[src/rtl/ahb_cordic_pkg.sv]
// Shared constants for the AHB-Lite CORDIC bridge: register offsets, bus codes,
// STATUS field positions and the data-phase state encoding.
package ahb_cordic_pkg;

  localparam logic [1:0] REG_DATA_IN  = 2'd0;
  localparam logic [1:0] REG_DATA_OUT = 2'd1;
  localparam logic [1:0] REG_STATUS   = 2'd2;
  localparam logic [1:0] REG_CTRL     = 2'd3;

  localparam logic [1:0] HRESP_OKAY  = 2'b00;
  localparam logic [1:0] HRESP_ERROR = 2'b01;

  localparam logic [1:0] HTRANS_NONSEQ = 2'b10;
  localparam logic [1:0] HTRANS_SEQ    = 2'b11;
  localparam logic [2:0] HSIZE_WORD    = 3'b010;

  localparam int STAT_IN_CNT    = 0;
  localparam int STAT_OUT_CNT   = 8;
  localparam int STAT_FLIGHT    = 16;
  localparam int STAT_IN_FULL   = 24;
  localparam int STAT_OUT_EMPTY = 25;

  typedef enum logic [2:0] {
    DP_IDLE,
    DP_WAIT_WR,
    DP_WAIT_RD,
    DP_ERR1,
    DP_ERR2
  } dphase_e;

  // Non-word sizes and accesses against a register's direction are rejected.
  function automatic logic is_bad_access(input logic wr, input logic [1:0] off,
                                         input logic [2:0] size);
    logic bad_dir;
    bad_dir = wr ? (off == REG_DATA_OUT || off == REG_STATUS)
                 : (off == REG_DATA_IN  || off == REG_CTRL);
    return (size != HSIZE_WORD) || bad_dir;
  endfunction

endpackage

[src/rtl/ahb_lite_cordic_bridge_fifo.sv]
// Synchronous FIFO with occupancy count and a single-cycle flush.
// Flush wins over push/pop; push while full is accepted only alongside a pop.
module sync_fifo #(
  parameter int WIDTH = 32,
  parameter int DEPTH = 4
) (
  input  logic                     clk_i,
  input  logic                     rst_i,
  input  logic                     push_i,
  input  logic                     pop_i,
  input  logic                     flush_i,
  input  logic [WIDTH-1:0]         din_i,
  output logic [WIDTH-1:0]         dout_o,
  output logic [$clog2(DEPTH):0]   count_o,
  output logic                     full_o,
  output logic                     empty_o
);
  localparam int AW = $clog2(DEPTH);

  logic [WIDTH-1:0] mem_q [DEPTH];
  logic [AW-1:0]    wr_ptr_q, wr_ptr_d, rd_ptr_q, rd_ptr_d;
  logic [AW:0]      count_q, count_d;
  logic             do_push, do_pop;

  assign full_o  = (count_q == DEPTH[AW:0]);
  assign empty_o = (count_q == '0);
  assign count_o = count_q;
  assign dout_o  = mem_q[rd_ptr_q];
  assign do_push = push_i && (!full_o || pop_i);
  assign do_pop  = pop_i && !empty_o;

  always_comb begin
    wr_ptr_d = do_push ? wr_ptr_q + {{(AW-1){1'b0}}, 1'b1} : wr_ptr_q;
    rd_ptr_d = do_pop  ? rd_ptr_q + {{(AW-1){1'b0}}, 1'b1} : rd_ptr_q;
    count_d  = count_q;
    if (do_push && !do_pop)      count_d = count_q + {{AW{1'b0}}, 1'b1};
    else if (!do_push && do_pop) count_d = count_q - {{AW{1'b0}}, 1'b1};
    if (flush_i) begin
      wr_ptr_d = '0;
      rd_ptr_d = '0;
      count_d  = '0;
    end
  end

  always_ff @(posedge clk_i) begin
    if (rst_i) begin
      wr_ptr_q <= '0;
      rd_ptr_q <= '0;
      count_q  <= '0;
    end else begin
      wr_ptr_q <= wr_ptr_d;
      rd_ptr_q <= rd_ptr_d;
      count_q  <= count_d;
    end
  end

  always_ff @(posedge clk_i) begin
    if (do_push) mem_q[wr_ptr_q] <= din_i;
  end

endmodule

[src/rtl/ahb_lite_cordic_bridge.sv]
// AHB-Lite slave front-end for a CORDIC core: operand/result FIFOs, wait-state
// back-pressure, error responses and credit-based issue so no result is lost.
module ahb_lite_cordic_bridge
  import ahb_cordic_pkg::*;
#(
  parameter int DATA_W    = 32,
  parameter int IN_DEPTH  = 4,
  parameter int OUT_DEPTH = 8
) (
  input  logic              HCLK,
  input  logic              HRESET,
  input  logic              HSEL,
  input  logic              HREADY,
  input  logic              HWRITE,
  input  logic [31:0]       HADDR,
  input  logic [1:0]        HTRANS,
  input  logic [2:0]        HSIZE,
  input  logic [31:0]       HWDATA,
  output logic              HREADYOUT,
  output logic [1:0]        HRESP,
  output logic [31:0]       HRDATA,
  output logic [DATA_W-1:0] cordic_in_data,
  output logic              cordic_in_valid,
  input  logic              cordic_in_ready,
  input  logic [DATA_W-1:0] cordic_out_data,
  input  logic              cordic_out_valid
);
  localparam int IN_CW  = $clog2(IN_DEPTH) + 1;
  localparam int OUT_CW = $clog2(OUT_DEPTH) + 1;

  dphase_e           state_q, state_d;
  logic [1:0]        addr_q, addr_d;
  logic              aphase;
  logic              in_push, out_pop, clear;
  logic              in_full, in_empty, out_full, out_empty;
  logic [IN_CW-1:0]  in_count;
  logic [OUT_CW-1:0] out_count;
  logic [DATA_W-1:0] out_dout;
  logic [31:0]       status;
  logic [OUT_CW-1:0] in_flight_q, in_flight_d, flight_nxt;
  logic [OUT_CW:0]   discard_q, discard_d, disc_nxt;
  logic [OUT_CW:0]   pending;
  logic              issue, out_push, res_drop;
  logic              unused_bits;

  assign unused_bits = ^{HADDR[31:4], HADDR[1:0], out_full};
  assign aphase = HSEL && HREADY && (HTRANS == HTRANS_NONSEQ || HTRANS == HTRANS_SEQ);

  always_ff @(posedge HCLK) begin
    if (HRESET) state_q <= DP_IDLE;
    else        state_q <= state_d;
    addr_q <= addr_d;
  end

  // ERR1 always falls through to ERR2; every other state advances on HREADY.
  always_comb begin
    state_d = state_q;
    addr_d  = addr_q;
    if (state_q == DP_ERR1) begin
      state_d = DP_ERR2;
    end else if (HREADY) begin
      if (aphase) begin
        addr_d = HADDR[3:2];
        if (is_bad_access(HWRITE, HADDR[3:2], HSIZE)) state_d = DP_ERR1;
        else if (HWRITE)                              state_d = DP_WAIT_WR;
        else                                          state_d = DP_WAIT_RD;
      end else begin
        state_d = DP_IDLE;
      end
    end
  end

  always_comb begin
    status = '0;
    status[STAT_IN_CNT  +: 8] = 8'(in_count);
    status[STAT_OUT_CNT +: 8] = 8'(out_count);
    status[STAT_FLIGHT  +: 8] = 8'(in_flight_q);
    status[STAT_IN_FULL]      = in_full;
    status[STAT_OUT_EMPTY]    = out_empty;
  end

  always_comb begin
    HREADYOUT = 1'b1;
    HRESP     = HRESP_OKAY;
    HRDATA    = '0;
    in_push   = 1'b0;
    out_pop   = 1'b0;
    clear     = 1'b0;
    unique case (state_q)
      DP_WAIT_WR: begin
        if (addr_q == REG_DATA_IN) begin
          HREADYOUT = !in_full;
          in_push   = !in_full;
        end else begin
          clear = HWDATA[0];
        end
      end
      DP_WAIT_RD: begin
        if (addr_q == REG_DATA_OUT) begin
          HREADYOUT = !out_empty;
          out_pop   = !out_empty;
          if (!out_empty) HRDATA[DATA_W-1:0] = out_dout;
        end else begin
          HRDATA = status;
        end
      end
      DP_ERR1: begin
        HREADYOUT = 1'b0;
        HRESP     = HRESP_ERROR;
      end
      DP_ERR2: HRESP = HRESP_ERROR;
      default: ;
    endcase
  end

  // Credits cover every result that could still land in the result FIFO.
  assign pending         = {1'b0, in_flight_q} + {1'b0, out_count};
  assign cordic_in_valid = !in_empty && (pending < OUT_DEPTH[OUT_CW:0]);
  assign issue           = cordic_in_valid && cordic_in_ready;
  assign res_drop        = cordic_out_valid && (discard_q != '0);
  assign out_push        = cordic_out_valid && (discard_q == '0);

  always_comb begin
    flight_nxt = in_flight_q;
    if (issue && !out_push)      flight_nxt = in_flight_q + {{(OUT_CW-1){1'b0}}, 1'b1};
    else if (!issue && out_push) flight_nxt = in_flight_q - {{(OUT_CW-1){1'b0}}, 1'b1};
    disc_nxt    = res_drop ? discard_q - {{OUT_CW{1'b0}}, 1'b1} : discard_q;
    in_flight_d = flight_nxt;
    discard_d   = disc_nxt;
    if (clear) begin
      discard_d   = disc_nxt + {1'b0, flight_nxt};
      in_flight_d = '0;
    end
  end

  always_ff @(posedge HCLK) begin
    if (HRESET) begin
      in_flight_q <= '0;
      discard_q   <= '0;
    end else begin
      in_flight_q <= in_flight_d;
      discard_q   <= discard_d;
    end
  end

  sync_fifo #(.WIDTH(DATA_W), .DEPTH(IN_DEPTH)) u_in_fifo (
    .clk_i   (HCLK),
    .rst_i   (HRESET),
    .push_i  (in_push),
    .pop_i   (issue),
    .flush_i (clear),
    .din_i   (HWDATA[DATA_W-1:0]),
    .dout_o  (cordic_in_data),
    .count_o (in_count),
    .full_o  (in_full),
    .empty_o (in_empty)
  );

  sync_fifo #(.WIDTH(DATA_W), .DEPTH(OUT_DEPTH)) u_out_fifo (
    .clk_i   (HCLK),
    .rst_i   (HRESET),
    .push_i  (out_push),
    .pop_i   (out_pop),
    .flush_i (clear),
    .din_i   (cordic_out_data),
    .dout_o  (out_dout),
    .count_o (out_count),
    .full_o  (out_full),
    .empty_o (out_empty)
  );

endmodule

[config.mk]
export PLATFORM = sky130hd
export DESIGN_NAME = ahb_lite_cordic_bridge
export DESIGN_NICKNAME = d
export VERILOG_FILES = /design/src/rtl/ahb_cordic_pkg.sv /design/src/rtl/ahb_lite_cordic_bridge_fifo.sv /design/src/rtl/ahb_lite_cordic_bridge.sv
export SDC_FILE = /design/constraint.sdc
export NUM_CORES = 1
export LEC_CHECK = 0
export BUFFER_PORTS_ARGS = -buffer_cell sky130_fd_sc_hd__buf_2
export CAP_MARGIN = 0
export CORE_ASPECT_RATIO = 2
export CORE_UTILIZATION = 30
export DETAILED_ROUTE_END_ITERATION = 12
export PLACE_DENSITY = 0.58
export SLEW_MARGIN = 15
export SYNTH_ARGS = -nofsm -noshare
export SYNTH_HDL_FRONTEND = slang
export SYNTH_SLANG_ARGS = --single-unit
[constraint.sdc]
create_clock -name HCLK -period 6.4 [get_ports HCLK]
set_clock_uncertainty 0.05 [all_clocks]
set_input_delay 0.96 -clock HCLK [delete_from_list [all_inputs] [get_ports HCLK]]
set_output_delay 0.96 -clock HCLK [all_outputs]
set_load 0.01 [all_outputs]
Word level (Yosys, flattened, before mapping)
Memories as Yosys holds them, arrays and structs flattened. A register that Yosys moved wholly into a read port is not among the register bits. Index checks and enable logic that the tools add are counted.

Input bits: 108. Flip-flop bits (word level): 31. Memories kept: 2. Output and inout port bits: 68. RAM bits: 384.

Bitwise logic cells: 1. Add/subtract/negate cells: 13. Mux-type cells: 35. Reductions and logical operators: 45. Equality and inequality tests: 13. Order comparisons: 1.

Memory list: u_out_fifo.mem_q (words 8, width 32, read ports 1, clocked after Yosys merged registers in 1, write ports 1, line ahb_lite_cordic_bridge_fifo.sv:20) `logic [WIDTH-1:0] mem_q [DEPTH];`; u_in_fifo.mem_q (words 4, width 32, read ports 1, clocked after Yosys merged registers in 1, write ports 1, line ahb_lite_cordic_bridge_fifo.sv:20).

Operators with widths (number): two-way mux 32 bit (3); two-way mux 3 bit (7); logical AND 1 bit (16); two-way mux 4 bit (4); two-way mux 1 bit (14); zero test 1 bit (10); two-way mux 5 bit (2); adder 3 x 1 -> 3 bit (second input constant) (3); adder 4 x 1 -> 4 bit (second input constant) (2); == test 2 bit (second input constant) (4); two-way mux 2 bit (4); subtractor 4 x 1 -> 4 bit (second input constant) (2); == test 3 x 2 -> 1 bit (second input constant) (2); == test 3 bit (second input constant) (2); logical OR 1 bit (6); nonzero test 2 bit (3); OR reduction 2 bit (3); adder 4 x 4 -> 5 bit (1); adder 5 x 4 -> 5 bit (1); zero test 5 bit (1); < comparator 5 x 4 -> 1 bit (second input constant) (1); nonzero test 5 bit (1); subtractor 5 x 1 -> 5 bit (second input constant) (1); adder 2 x 1 -> 2 bit (second input constant) (2); other kinds (11) (13).

Longest topological paths before layout
Gate-level depths: netlist (run 1).

Word-level depth: 10. Depth in mapped cells: 14. Depth with buffers taken out: 14.

Modules after synthesis
From an unflattened synthesis (run 1), not the netlist that was laid out.

Cells, all modules: 842. Area total of the unflattened synthesis: 16809.9 µm².

By module, submodules not included: sync_fifo at u_out_fifo (area an instance 10284.9 µm², times used 1, cells each 445); sync_fifo at u_in_fifo (area an instance 5076.1 µm², times used 1, cells each 217); ahb_lite_cordic_bridge (area an instance 1448.9 µm², times used 1, cells each 180).

Worst setup path after synthesis (run 1)
Ideal clock, no wire load.

Path type: reg2reg. Start point: register state_q[1]. End point: memory u_out_fifo.mem_q[0][0], enable pin. Stages on the path, launching flop included: 6. Clock period less this slack: 5164 ps. Arrival time: 4613 ps. Library setup time: 501 ps. Setup slack: 1236 ps. Cell sequence: dfxtp_1 -> or3b_4 -> or3_1 -> buf_2 -> a31o_4 -> nor4_1.

Word-level cells in the longest chain between the ends: 6.

RTL lines: start: declaration (line ahb_lite_cordic_bridge.sv:31) `dphase_e state_q, state_d;`; start signal: assignment (line ahb_lite_cordic_bridge.sv:51) `else state_q <= state_d;`; == test 3 x 2 -> 1 bit (line ahb_lite_cordic_bridge.sv:89) `unique case (state_q)`; two-way mux 1 bit (line ahb_lite_cordic_bridge.sv:89); logical OR 1 bit (line ahb_lite_cordic_bridge_fifo.sv:29) `assign do_push = push_i && (!full_o || pop_i);`; logical AND 1 bit (line ahb_lite_cordic_bridge_fifo.sv:29); two-way mux 1 bit (line ahb_lite_cordic_bridge_fifo.sv:58) `if (do_push) mem_q[wr_ptr_q] <= din_i;`; two-way mux 1 bit (implied by the code) (line ahb_lite_cordic_bridge_fifo.sv:58); end: declaration (line ahb_lite_cordic_bridge_fifo.sv:20).

No other way between the ends.

==> results.yml, run 1 <==
pwr:
  seq_power_share_pct: 47.4
  p_leak_uw: 0.00634
  sw_frac_of_total_pct: 26.3
  power_frac_comb_pct: 18.8
  p_int_uw: 5110
  ir_drop_v: 0.000233
  clkPwrFrac_pct: 33.8
  p_per_area_nw_per_um2: 353
  switching_power_uw: 1820
finish:
  diodes: 0
  final_common_cell: "edfxtp_1"
  fillerInstances: 5101
  drive_gt1_share_pct: 34.3
  final_util_pct: 36.0
  nets: 1141
  synthToLayoutAreaGrowth_pct: 18.0
  final_cell_mix: "edfxtp_1, buf_2, mux4_2, nor2_1, clkbuf_16"
  regArea_um2: 12300
  multi_input_area_um2: 4220
yosys:
  yosysWarningCount: 0
  syn_avg_cell_area_um2: 19.7
  synth_edf_count: 386
  yosysTopAreaCell: "edfxtp_1"
  async_reset_ff_share_pct: 0
  syn-num-nets: 976
  synthTopCellsByArea: "edfxtp_1, mux4_2, dfxtp_1"
  syn-instance-count: 844
  ys_ff_latch: 420
  synth_top_flop_cell: "edfxtp_1"
  synth_cell_type_count: 56
  synthDominantCellAreaShare_pct: 69.6
  synth.cell_area_um2: 16700
  synth.yosys.seq_area_share_pct: 73.7
floorplanning:
  die-area_um2: 56500
  core_area_um2: 54700
  initial_core_util_pct: 30.5
  die_y_um: 335
  num_rows: 121
  die_x_um: 169
  ioPinCount: 176
drt:
  wl_per_cell_um: 19.4
  firstDrtPassIters: 6
  first_iter_violations: 421
  vias: 8257
  drc: 0
  postRouteAntennaNets: 0
  via_per_inst: 4.64
  wirelength_um: 34500
setup_path:
  cp-end-kind: "primary output"
  critical_path.max_stage_delay_ns: 0.94
  crit_family: "flip-flops"
  criticalPathCategory: "register to primary output"
  crit_buf_inv: 2
  cp.required_ns: 5.39
  worst_ep_arrival_time_ns: 3.29
  worstPathCellList: "buf_4, mux4_2, mux2_2, a22oi_1, nor2_1, buf_2"
  slowest_stage: "dfxtp_4"
  crit_fanout: 43
  setup.worst_path.start_class: "register"
timing:
  fin_crit_ns: 4.30
  finalMaxSlewViolations: 0
  relSlewSlack_pct: 22.8
  worst_slew_pin_slew_ns: 1.15
  finalHoldViolCount: 0
  tns_ns: 0
  post-route-period-util_pct: 67.1
  rsz0062_at_grt: "false"
  finalSetupViolCount: 0
  fmax_ghz: 0.233
clocking:
  worstSkewPairLatency_ns: 0.55
  postCtsSetupBuffers: 0
  root_buffer: "clkbuf_16"
  cts_inserted_buffers: 39
  path_clk_slew_ns: 0.07
  cts_hold_buf: 0
  cts_tree: "done"
  h-tree-depth: 2
  cts_buffer_depth: 3
  cts.sinks: 420
  ctsResizeCount: 0
global_routing:
  overflow: 0
  antenna_found_initial: 5
  grt_pass1_wl_um: 52400
  first_global_vias: 9019
  grt_usage_pct: 12.3
  grt_max_degree: 44
hold_path:
  hold_path.class: "register to register"
run_status:
  outcome: "finished, final reports clean"
place:
  place_congestion: 0.726
  port-buffer-count: 143
  dp_hpwl_um: 21600
flow_run:
  drv_cap: 0
[synthesized netlist by cell type (4+ instances only)]
cell,instances
a21oi_1,13
dfxtp_1,34
nand2b_1,7
mux2_2,13
xor2_1,10
a22oi_1,12
inv_1,13
nor3b_1,4
mux2i_1,25
mux4_2,96
buf_2,10
edfxtp_1,386
and2_1,8
nand2_1,14
nor4_1,5
clkbuf_1,24
nor2_1,63
xnor2_1,13
ha_1,21
nor3_1,9
buf_1,4
o21ai_0,6
nand3_1,5
[worst paths after layout]
path,end,slack [ns],start,cells past startpoint
setup / recovery,HRDATA[1],2.10,register,6
hold reg to reg,u_in_fifo.rd_ptr_q[1],0.48,u_in_fifo.rd_ptr_q[1],2
setup reg to reg,u_out_fifo.mem_q[4][5],2.48,addr_q[1],8
hold / removal,u_in_fifo.rd_ptr_q[1],0.48,u_in_fifo.rd_ptr_q[1],2
[metal layers]
metal	vias up	track usage [%]	wire [um]
met5	-	0	41
met4	6	4.20	892
met3	65	3.55	2400
met2	244	22.4	17800
met1	4220	13.6	13400
li1	3722	-	-
[power groups by stage]
stage	clock network (uW)	registers (uW)	logic, uW
after floorplan	0	3310	954
after global placement	0	3340	1300
after detailed placement	0	3350	1330
after CTS	2410	3290	1340
after global routing	2500	3300	1450
final	2340	3280	1310
[flip-flops by register name (all words and copies together) (netlist names), named ones only]
register	flops
u_out_fifo.mem_q	256
u_in_fifo.wr_ptr_q	2
u_out_fifo.wr_ptr_q	3
u_in_fifo.rd_ptr_q	2
u_out_fifo.rd_ptr_q	3
discard_q	5
in_flight_q	4
addr_q	2
state_q	3
u_out_fifo.count_o	4
u_in_fifo.count_o	3
u_in_fifo.mem_q	128
[metrics by stage]
stage                     cells  worst slack (ns)  hold slack (ns)  power (uW)  area [um2]
after floorplan             844              1.24            0.435        4270       16700
after global placement     1706              2.48            0.454        4640       18400
after CTS                  1778              1.94            0.477        7040       19700
after detailed placement   1706              2.43            0.456        4670       18400
final                      1778              2.10            0.476        6930       19700
after global routing       1778              1.83            0.494        7260       19700
[worst register-to-register path, delay by kind of cell (launching register included)]
kind	cells	cell delay [ns]
and+or+nand+nor	4	2.18
buffers and inverters	3	0.64
DFF	1	0.41
AOI/OAI and AO/OA	1	0.34
[cells by family after synthesis]
kind of cell	synth area share, %
other	0.0225
multiplexers	15.4
flip-flops	73.7
adder cells (fa/ha/maj)	1.94
AND/OR/NAND/NOR	4.24
XOR/XNOR	1.21
buffers and inverters	1.30
AO/OA/AOI/OAI	2.25
[cell type report]
type	count	share of cell area (%)
Sequential cell	420	62.5
Multi-Input combinational cell	371	21.5
Clock buffer	47	5.28
Tap cell	738	4.70
Timing Repair Buffer	163	4.47
Clock inverter	25	1.34
Inverter	14	0.274
(Power assumes the default switching activity.)
==> inputs of run 2 (changes only) <==
--- a/config.mk
+++ b/config.mk
@@ -10,7 +10,7 @@
 export CORE_ASPECT_RATIO = 2
 export CORE_UTILIZATION = 30
 export DETAILED_ROUTE_END_ITERATION = 12
-export PLACE_DENSITY = 0.58
+export PLACE_DENSITY = 0.6
 export SLEW_MARGIN = 15
 export SYNTH_ARGS = -nofsm -noshare
 export SYNTH_HDL_FRONTEND = slang
==> constraint.sdc (replaced) <==
create_clock -name HCLK -period 3.8 [get_ports HCLK]
set_clock_uncertainty 0.05 [all_clocks]
set_input_delay 0.57 -clock HCLK [delete_from_list [all_inputs] [get_ports HCLK]]
set_output_delay 0.57 -clock HCLK [all_outputs]
set_load 0.01 [all_outputs]
==> results.yml, run 2 (same netlist as run 1, synthesis figures left out) <==
hold_path:
  hold_path.class: "primary input to register"
  hp-start: "HADDR[3]"
  min_path_cells: 1
  min_to: "addr_q[1]"
setup_path:
  r2r_slack_ns: 0.31
  cp-end-kind: "register"
  r2r_cells: 13
  slowest_stage: "dfxtp_1"
  reg2reg_to: "discard_q[4]"
  worst_ep_arrival_time_ns: 3.91
  criticalPathCategory: "register to register"
  worstPathCellList: "ha_1, a31o_2, a211oi_4, and2_1, nor2_1, o211a_1, a21oi_1, fa_1, nand2_1, nor4_1, o22ai_1, and4_1, nor3_1"
  crit_fanout: 7
  timing.rr.start: "u_out_fifo.count_o[1]"
  setup.worst_path.start_class: "register"
  critical_path.max_stage_delay_ns: 0.49
  cp.required_ns: 4.22
finish:
  regMostFlops: "u_out_fifo.mem_q"
  instances_no_fill: 1791
  nets: 1154
  final_util_pct: 36.3
  largestRegisters: "u_out_fifo.mem_q: 256 flops, u_in_fifo.mem_q: 128 flops, discard_q: 5 flops"
  final_common_cell: "edfxtp_1"
  largest_register_ffs: 256
  drive_gt1_share_pct: 35.0
  final_cell_mix: "edfxtp_1, buf_2, mux4_2, nor2_1, clkbuf_16"
  synthToLayoutAreaGrowth_pct: 19.2
global_routing:
  grt_pass1_wl_um: 53300
  overflow: 0
  grt_max_degree: 33
  grt_usage_pct: 12.7
  antenna_found_initial: 8
  first_global_vias: 9059
  met2_usage_pct: 23.7
  met1_usage_pct: 13.0
  use_met3_pct: 3.82
  top_usage_layer: "met2"
drt:
  firstDrtPassIters: 4
  postRouteAntennaNets: 0
  via_per_inst: 4.65
  wirelength_um: 35100
  first_iter_violations: 446
  drc: 0
  wl_per_cell_um: 19.6
  vias: 8334
place:
  place_congestion: 0.780
  dp_cells: 1719
  dp_hpwl_um: 23000
  port-buffer-count: 143
pwr:
  p_leak_uw: 0.00644
  ir_drop_v: 0.000495
  p_per_area_nw_per_um2: 595
floorplanning:
  ioPinCount: 176
  core_area_um2: 54700
  initial_core_util_pct: 30.5
  num_rows: 121
  die-area_um2: 56500
  die_x_um: 169
  die_y_um: 335
flow_run:
  drv_cap: 0
clocking:
  path_clk_slew_ns: 0.07
  cts_hold_buf: 0
  cts_tree: "done"
  cts_buffer_depth: 3
  postCtsSetupBuffers: 0
  worstSkewPairLatency_ns: 0.57
  cts.sinks: 420
  ctsResizeCount: 0
  cts_inserted_buffers: 39
  h-tree-depth: 2
  root_buffer: "clkbuf_16"
timing:
  finalMaxSlewViolations: 0
  relSlewSlack_pct: 41.3
  fmax_ghz: 0.287
  finalSetupViolCount: 0
  post-route-period-util_pct: 91.8
  finalHoldViolCount: 0
  fin_crit_ns: 3.49
  whs_ns: 0.157
  rsz0062_at_grt: "false"
  tns_ns: 0
  worst_slew_pin_slew_ns: 0.878
run_status:
  outcome: "finished, final reports clean"
## run 2: cell type report
cell class                 count  area, um2
fill                        5044      34800
sequential                   420      12300
inverter                      14       53.8
clock buffer                  48       1030
antenna                        2       5.00
timing repair buffer         176       1030
multi-input combinational    371       4230
clock inverter                22        303
tap                          738        923
## run 2: worst max-delay path, delay by kind of cell, from the launching register on
kind                       cells  cell delay, ns
AOI/OAI and AO/OA              5            1.12
and+or+nand+nor                6            1.14
adders and majority gates      2            0.59
DFF                            1            0.49
## run 2: worst max path at each step
stage	slack, ns	cells past startpoint	startpoint	end
final	0.31	13	u_out_fifo.count_o[1]	discard_q[4]
after global routing	0.03	13	u_out_fifo.count_o[1]	discard_q[4]
after CTS	0.31	13	u_out_fifo.count_o[3]	discard_q[4]
after global placement	0.40	13	u_out_fifo.count_o[3]	discard_q[4]
after detailed placement	0.34	13	u_out_fifo.count_o[1]	discard_q[4]
after floorplan	-0.50	5	state_q[1]	u_out_fifo.mem_q[1][0]
## run 2: per-stage QoR
stage / setup slack, ns / instance area [um2] / power (uW)
floorplan: -0.502 / 16700 / 7180
global placement: 0.400 / 18500 / 7820
detailed placement: 0.341 / 18500 / 7880
CTS: 0.311 / 19800 / 12000
global route: 0.0308 / 19800 / 12400
finish: 0.313 / 19800 / 11800
## run 2: where the power goes
part | switching, uW | internal [uW]
Combinational | 1160 | 1040
Sequential | 200 | 5360
Clock | 1740 | 2320
Total | 3100 | 8710
## run 2: layer usage
metal	wire (um)	vias to the layer above	share of wire (%)
li1	-	3762	-
met1	12900	4240	37
met2	18500	239	53
met3	2430	81	6.9
met4	1190	12	3.4
met5	79	-	0.23
==> inputs of run 3 (changes only) <==
==> constraint.sdc (replaced) <==
create_clock -name HCLK -period 3.2 [get_ports HCLK]
set_clock_uncertainty 0.05 [all_clocks]
set_input_delay 0.48 -clock HCLK [delete_from_list [all_inputs] [get_ports HCLK]]
set_output_delay 0.48 -clock HCLK [all_outputs]
set_load 0.01 [all_outputs]
==> results.yml, run 3 (same netlist as run 1, synthesis figures left out) <==
finish:
  final_common_cell: "edfxtp_1"
  fillerInstances: 5002
  instances_no_fill: 1827
  synthToLayoutAreaGrowth_pct: 22.1
  diodes: 0
  final_cell_mix: "edfxtp_1, buf_2, mux4_2, nor2_1, buf_4"
  regMostFlops: "u_out_fifo.mem_q"
  largest_register_ffs: 256
  largestRegisters: "u_out_fifo.mem_q: 256 flops, u_in_fifo.mem_q: 128 flops, discard_q: 5 flops"
  nets: 1190
  drive_gt1_share_pct: 39.4
setup_path:
  crit_fanout: 5
  r2r_cells: 12
  setup.worst_path.start_class: "register"
  critical_path.max_stage_delay_ns: 0.38
  worstPathCellList: "ha_1, or3_4, a211oi_4, buf_6, nand3_4, o22ai_2, xor2_1, ha_1, buf_4, or2_2, a2111o_1, o211ai_1"
  cp.required_ns: 3.61
  slowest_stage: "or3_4"
  worst_ep_arrival_time_ns: 3.55
  cp-end-kind: "register"
  criticalPathCategory: "register to register"
  cp_common_cell: "ha_1"
global_routing:
  antenna_found_initial: 6
  grt_usage_pct: 12.8
  first_global_vias: 9195
  grt_max_degree: 33
  overflow: 0
  grt_pass1_wl_um: 54400
timing:
  finalHoldViolCount: 0
  worst_slew_pin_slew_ns: 0.710
  fmax_ghz: 0.319
  post-route-period-util_pct: 98.1
  finalSetupViolCount: 0
  whs_ns: 0.0983
  rsz0062_at_grt: "true"
  finalMaxSlewViolations: 0
  relSlewSlack_pct: 52.7
  fin_crit_ns: 3.14
  tns_ns: 0
drt:
  via_per_inst: 4.67
  first_iter_violations: 486
  vias: 8536
  wirelength_um: 36000
  wl_per_cell_um: 19.7
  firstDrtPassIters: 5
  postRouteAntennaNets: 0
  drc: 0
hold_path:
  hold_path.class: "primary input to register"
  min_path_cells: 1
clocking:
  cts.sinks: 420
  cts_tree: "done"
  h-tree-depth: 2
  cts_inserted_buffers: 40
  root_buffer: "clkbuf_16"
  cts_hold_buf: 0
  path_clk_slew_ns: 0.06
  cts_buffer_depth: 3
  worstSkewPairLatency_ns: 0.55
place:
  dp_cells: 1737
  dp_hpwl_um: 23000
  place_congestion: 0.725
  port-buffer-count: 143
pwr:
  p_per_area_nw_per_um2: 717
  p_leak_uw: 0.00669
  ir_drop_v: 0.000579
floorplanning:
  core_area_um2: 54700
  num_rows: 121
  initial_core_util_pct: 30.5
  ioPinCount: 176
  die_x_um: 169
  die_y_um: 335
  die-area_um2: 56500
run_status:
  outcome: "finished, final reports clean"
flow_run:
  drv_cap: 0
[run 3: changes by cell type in the layout (fill, tap and decap cells not counted), sizes merged, moves of 2 or more]
cell / change
inv: -3
buf: +34
clkbuf: -3
diode: -2
clkinv: +11
[run 3: path summary, 6_finish.rpt]
check,to,startpoint,slack [ns]
max,discard_q[3],u_out_fifo.count_o[3],0.06
min,addr_q[1],HADDR[3],0.1
max reg2reg,discard_q[3],u_out_fifo.count_o[3],0.06
min reg2reg,register,u_out_fifo.rd_ptr_q[2],0.47
[run 3: metrics by stage]
stage | utilization (%) | total power (uW) | cell area, um2 | setup WS, ns
2_1_floorplan | - | 8550 | 16700 | -0.400
3_3_place_gp | 34.3 | 9490 | 18700 | 0.0526
3_5_place_dp | 34.3 | 9590 | 18700 | -0.0306
4_1_cts | 36.8 | 14400 | 20100 | 0.00167
5_1_grt | 37.2 | 15200 | 20300 | -0.0791
6_report | 37.2 | 14600 | 20300 | 0.0618
[run 3: worst max-delay path: cells and delay by family (launching register included)]
kind,cells,cell delay [ns]
simple gates,3,0.78
buf+inv,2,0.31
compound gates,4,0.80
flops,1,0.32
xor+xnor,1,0.22
fa+ha+maj,2,0.60
[run 3: power breakdown]
part	switching (uW)	leakage (uW)	internal [uW]
sequential	190	0.00376	6360
combinational	1640	0.00229	1610
clock	2040	0.000643	2740
total	3870	0.00669	10700
[run 3: area by class of cell]
| type | count | area (um2) | area share, % |
|---|---|---|---|
| repair buffers | 211 | 1390 | 6.82 |
| clock inverters | 28 | 272 | 1.34 |
| flip-flops and latches | 420 | 12300 | 60.4 |
| well taps | 738 | 923 | 4.54 |
| inverters | 14 | 53.8 | 0.265 |
| multi-input cells | 371 | 4360 | 21.4 |
| clock buffers | 45 | 1060 | 5.22 |
[run 3: routing by layer]
layer | track usage, % | up-vias | wire length, um | part of all wire (%)
met4 | 4.06 | 6 | 856 | 2.4
met5 | 0 | - | 45 | 0.12
li1 | - | 3834 | - | -
met3 | 3.63 | 66 | 2300 | 6.4
met1 | 13.8 | 4396 | 13600 | 38
met2 | 24.0 | 234 | 19200 | 53
[run 3: timing repair]
| action | in CTS | in global routing |
|---|---|---|
| gates resized for setup | 3 | 23 |
| pin swaps | 0 | 16 |
| gates cloned | 1 | 0 |
| endpoints found under the setup margin | 2 | 7 |
| setup buffers | 0 | 16 |
